File: src/rtl/des_round_ctrl.sv
// Sequencer for an iterative single-round DES datapath: issues load, per-round and final
// strobes plus the C/D key-schedule rotation for each of the sixteen rounds.
module des_round_ctrl #(
  parameter int unsigned ROUNDS = 16,
  parameter int unsigned CNT_W  = 5,
  parameter int unsigned SETTLE = 1
) (
  input  logic             clk,
  input  logic             rst,
  input  logic             start,
  input  logic             decrypt,
  input  logic             abort,
  input  logic             out_ready,
  output logic             ready,
  output logic             busy,
  output logic             load_in,
  output logic [CNT_W-1:0] round,
  output logic [1:0]       key_shift,
  output logic             key_dir,
  output logic             round_en,
  output logic             final_en,
  output logic             out_valid
);

  localparam int unsigned SET_W = (SETTLE > 1) ? $clog2(SETTLE) : 1;

  typedef enum logic [2:0] {
    IDLE  = 3'd0,
    LOAD  = 3'd1,
    ROUND = 3'd2,
    FINAL = 3'd3,
    HOLD  = 3'd4
  } state_t;

  state_t             state_q, state_d;
  logic [CNT_W-1:0]   rnd_q, rnd_d;
  logic [SET_W-1:0]   cnt_q, cnt_d;
  logic               dir_q, dir_d;

  logic               ready_d, busy_d, load_in_d, key_dir_d;
  logic               round_en_d, final_en_d, out_valid_d;
  logic [CNT_W-1:0]   round_d;
  logic [1:0]         key_shift_d;

  // Decrypt round 1 consumes K16, which is the unrotated C/D straight out of PC1.
  function automatic logic [1:0] shift_of(input logic [CNT_W-1:0] r, input logic dec);
    if (dec && r == CNT_W'(1))
      return 2'd0;
    if (r == CNT_W'(1) || r == CNT_W'(2) || r == CNT_W'(9) || r == CNT_W'(16))
      return 2'd1;
    return 2'd2;
  endfunction

  // State and registered outputs.
  always_ff @(posedge clk or posedge rst) begin
    if (rst) begin
      state_q   <= IDLE;
      rnd_q     <= '0;
      cnt_q     <= '0;
      dir_q     <= 1'b0;
      ready     <= 1'b1;
      busy      <= 1'b0;
      load_in   <= 1'b0;
      round     <= '0;
      key_shift <= 2'd0;
      key_dir   <= 1'b0;
      round_en  <= 1'b0;
      final_en  <= 1'b0;
      out_valid <= 1'b0;
    end else begin
      state_q   <= state_d;
      rnd_q     <= rnd_d;
      cnt_q     <= cnt_d;
      dir_q     <= dir_d;
      ready     <= ready_d;
      busy      <= busy_d;
      load_in   <= load_in_d;
      round     <= round_d;
      key_shift <= key_shift_d;
      key_dir   <= key_dir_d;
      round_en  <= round_en_d;
      final_en  <= final_en_d;
      out_valid <= out_valid_d;
    end
  end

  // Next-state logic; abort overrides every non-idle transition.
  always_comb begin
    state_d = state_q;
    rnd_d   = rnd_q;
    cnt_d   = cnt_q;
    dir_d   = dir_q;
    case (state_q)
      IDLE: begin
        if (start && !abort) begin
          state_d = LOAD;
          dir_d   = decrypt;
        end
      end
      LOAD: begin
        state_d = ROUND;
        rnd_d   = CNT_W'(1);
        cnt_d   = '0;
      end
      ROUND: begin
        if (cnt_q == SET_W'(SETTLE - 1)) begin
          cnt_d = '0;
          if (rnd_q == CNT_W'(ROUNDS)) begin
            state_d = FINAL;
            rnd_d   = '0;
          end else begin
            rnd_d = CNT_W'(rnd_q + 1'b1);
          end
        end else begin
          cnt_d = SET_W'(cnt_q + 1'b1);
        end
      end
      FINAL: state_d = HOLD;
      HOLD: begin
        if (out_ready)
          state_d = IDLE;
      end
      default: state_d = IDLE;
    endcase
    if (abort && state_q != IDLE) begin
      state_d = IDLE;
      rnd_d   = '0;
      cnt_d   = '0;
    end
  end

  // Output decode from the next state so every port comes straight from a flop.
  always_comb begin
    ready_d     = (state_d == IDLE);
    busy_d      = (state_d == LOAD) || (state_d == ROUND) || (state_d == FINAL);
    load_in_d   = (state_d == LOAD);
    final_en_d  = (state_d == FINAL);
    out_valid_d = (state_d == HOLD);
    key_dir_d   = dir_d;
    round_d     = '0;
    key_shift_d = 2'd0;
    round_en_d  = 1'b0;
    if (state_d == ROUND) begin
      round_d     = rnd_d;
      key_shift_d = shift_of(rnd_d, dir_d);
      round_en_d  = (cnt_d == SET_W'(SETTLE - 1));
    end
  end

endmodule
File: config.mk
export PLATFORM = sky130hd
export DESIGN_NAME = des_round_ctrl
export DESIGN_NICKNAME = d
export VERILOG_FILES = /design/src/rtl/des_round_ctrl.sv
export SDC_FILE = /design/constraint.sdc
export NUM_CORES = 1
export LEC_CHECK = 0
export CAP_MARGIN = 20
export CORE_MARGIN = 4
export CORE_UTILIZATION = 46
export CTS_CLUSTER_SIZE = 40
export DETAILED_ROUTE_END_ITERATION = 16
export MAX_ROUTING_LAYER = met4
export PLACE_DENSITY = 0.78
export SLEW_MARGIN = 10
export SYNTH_ARGS = -nofsm -noshare
export SYNTH_HDL_FRONTEND = slang
export SYNTH_SLANG_ARGS = --single-unit
File: constraint.sdc
create_clock -name clk -period 2 [get_ports clk]
set_input_delay 0.4 -clock clk [delete_from_list [all_inputs] [get_ports clk]]
set_output_delay 0.4 -clock clk [all_outputs]
set_load 0.02 [all_outputs]
==> flow_summary.toml <==
[synthesis]
synth_top_area_share_pct = 48.6
synth_edf_count = 0
yosysUniqueCellTypes = 42
synthCells = 104
yosys_warnings = 0
syn_avg_cell_area_um2 = 10.9
syn_area_um2 = 1130
synthTopCellsByArea = "dfrtp_1 (49%), nor2_1 (3.3%), a21oi_1 (2.7%)"
ys_async_sr_fraction_pct = 100
yosys.cell_count.top_type = "dfrtp_1"
synth-seq-cells = 23
synthTopCellsByCount = "dfrtp_1 (22), nor2_1 (10), inv_1 (8)"
seq_area_frac_synth_pct = 50.9
synth_fp_nets = 112
yosysTopAreaCell = "dfrtp_1"
synthFlopType = "dfrtp_1"

[floorplan]
die_w_um = 57.6
dieArea_um2 = 3320
io_pins = 20
die_h_um = 57.6
rows = 17
design.core.area_um2 = 2280
initial_utilization_pct = 49.8

[critical_path]
cp_cell_sequence = "buf_4 > or3b_4 > or3_4 > a21oi_4 > nor2_1 > a32oi_2 > o31ai_1"
worstSetupEndpointType = "flop"
crit_slowest_cell = "dfrtp_1"
cp.required_ns = 2.20
critPathLaunchType = "flop"
crit_fanout = 3
worstPathArrival_ns = 2.12
worstSetupPathType = "reg2reg"
max_stage_delay_ns = 0.43

[status]
status = "finished, final reports clean"

[power]
p_leak_nw = 0.688
power_density_nw_per_um2 = 818
ir_drop_mv = 0.643

[placement]
io_buffers = 19
gp_congestion = 0.962
dpl_cell_area_um2 = 1450
hpwl_mm = 1.92

[clocking]
ctsHoldBuffers = 0
clkLatencyLatePin_ns = 0.31
clk_path_buf_depth = 2
clk_pin_slew_ns = 0.12
cts_tree = "built"
cts_root_buf = "clkbuf_4"
cts_buffers = 3
htreeDepth = 1
cts_sinks = 23

[layout]
synthToLayoutAreaGrowth_pct = 37.5
final_util_pct = 68.4
nNetsFinal = 151
multi_input_area_um2 = 554
nFillCells = 155
regArea_um2 = 578
final_layout_size_suffix_gt1_share_pct = 31.0
diodes = 0
final_area_um2 = 1560

[sta]
setup_violations = 0
finClkSkew_ns = 0.00773
worstMarginPinSlew_ns = 0.397
period_share_pct = 96.0
final_max_slew_viol_count = 0
holdWs_ns = 0.347
fmax_mhz = 521
min_period_ns = 1.92
slew_headroom_pct = 73.3
rsz0062_at_grt = "true"
finalHoldViolations = 0

[grt]
met2_usage_pct = 27.4
grt_max_degree = 15
grt_pass1_vias = 930
antenna_found_initial = 0
met3_usage_pct = 4.45
grt.busiest_layer = "met2"
grt-ovfl-total = 0
met1_usage_pct = 21.0
grt_pass1_wl_mm = 4.26
grtUsageTotal_pct = 17.0

[routing]
firstDrtPassIters = 4
vias_per_cell = 5.57
totalWireLength_mm = 2.67
drc = 0
drt-wirelength-per-cell_um = 15.7
ant_nets = 0
dr_total_vias = 947
drtIter0Drc = 23

[min_path]
min_path_type = "in2async"

[job]
maxCapViolCount = 0
[layout make-up]
cell class                      count  area share, %
Sequential cell                    23           37.1
Multi-Input combinational cell     69           35.6
Timing Repair Buffer               38           21.4
Tap cell                           28           2.25
Inverter                            8           1.93
Clock buffer                        4           1.69
[state kept, by name, summed over array words and instances, names as in the netlist]
name,flops
out_valid,1
load_in,1
state_q,3
dir_q,1
round,5
key_shift,2
busy,1
final_en,1
round_en,1
cnt_q,1
rnd_q,5
ready,1
[per-layer routing]
layer,wire length [um],vias up
met5,0,-
met4,34,0
met3,91,6
met2,1410,20
met1,1130,467
li1,-,454
[path summary, 6_finish.rpt]
kind / start / endpoint / slack, ns / cells after the start
setup / recovery: state_q[2]$_DFF_PP0_ / key_shift[0]$_DFF_PP0_ / 0.08 / 7
hold reg to reg: dir_q$_DFF_PP0_ / dir_q$_DFF_PP0_ / 0.55 / 1
min in group clk: dir_q$_DFF_PP0_ / dir_q$_DFF_PP0_ / 0.55 / 1
hold / removal: rst / load_in$_DFF_PP0_ / 0.35 / 2
max in group asynchronous: rst / state_q[0]$_DFF_PP0_ / 1.14 / 3
setup reg to reg: state_q[2]$_DFF_PP0_ / key_shift[0]$_DFF_PP0_ / 0.08 / 7
[worst max-delay path: cells and delay by family, from the launching register on]
family,cells,cell delay [ns]
flops,1,0.43
simple gates,3,0.82
compound gates,3,0.40
buf+inv,1,0.16
[placed cells by master (no fill, tap or decap), types with 2 or more instances in the layout]
cell / count
buf_4: 19
nor2_1: 10
o21a_1: 3
clkdlybuf4s50_1: 19
and2_1: 3
or4b_4: 2
o21ai_0: 4
o31ai_1: 2
a21oi_1: 6
clkbuf_4: 3
inv_1: 8
nand3_1: 3
dfrtp_1: 21
a21oi_4: 2
nor3_1: 4
[timing repair]
item / in CTS / in global routing
resized for setup: 1 / 12
setup endpoints to repair: 2 / 2
pin swaps: 0 / 2
buffers inserted: 1 / 2
[stage by stage]
step / cells / setup TNS [ns] / power [mW] / worst slack (ns)
final: 170 / 0 / 1.27 / 0.0808
after global routing: 170 / -0.0265 / 1.36 / -0.0166
after floorplan: 104 / 0 / 0.813 / 0.108
after CTS: 168 / 0 / 1.23 / 0.0296
after global placement: 163 / -0.0000504 / 1.00 / -0.0000504
after detailed placement: 163 / -0.0496 / 1.01 / -0.0496
[power breakdown]
part	internal (mW)	leakage (nW)	switching [mW]
Clock	0.0779	0.0150	0.127
Combinational	0.250	0.365	0.263
Sequential	0.518	0.308	0.0372
Total	0.846	0.688	0.427
[logic make-up after synthesis]
kind of cell    count (synthesis)  share of synthesized area [%]
flops                          23                           50.9
mux                             1                          0.994
simple gates                   37                           22.2
compound gates                 27                           16.9
fa+ha+maj                       2                           2.21
xor+xnor                        2                           1.55
buf+inv                        12                           5.19
(Power assumes the default switching activity.)
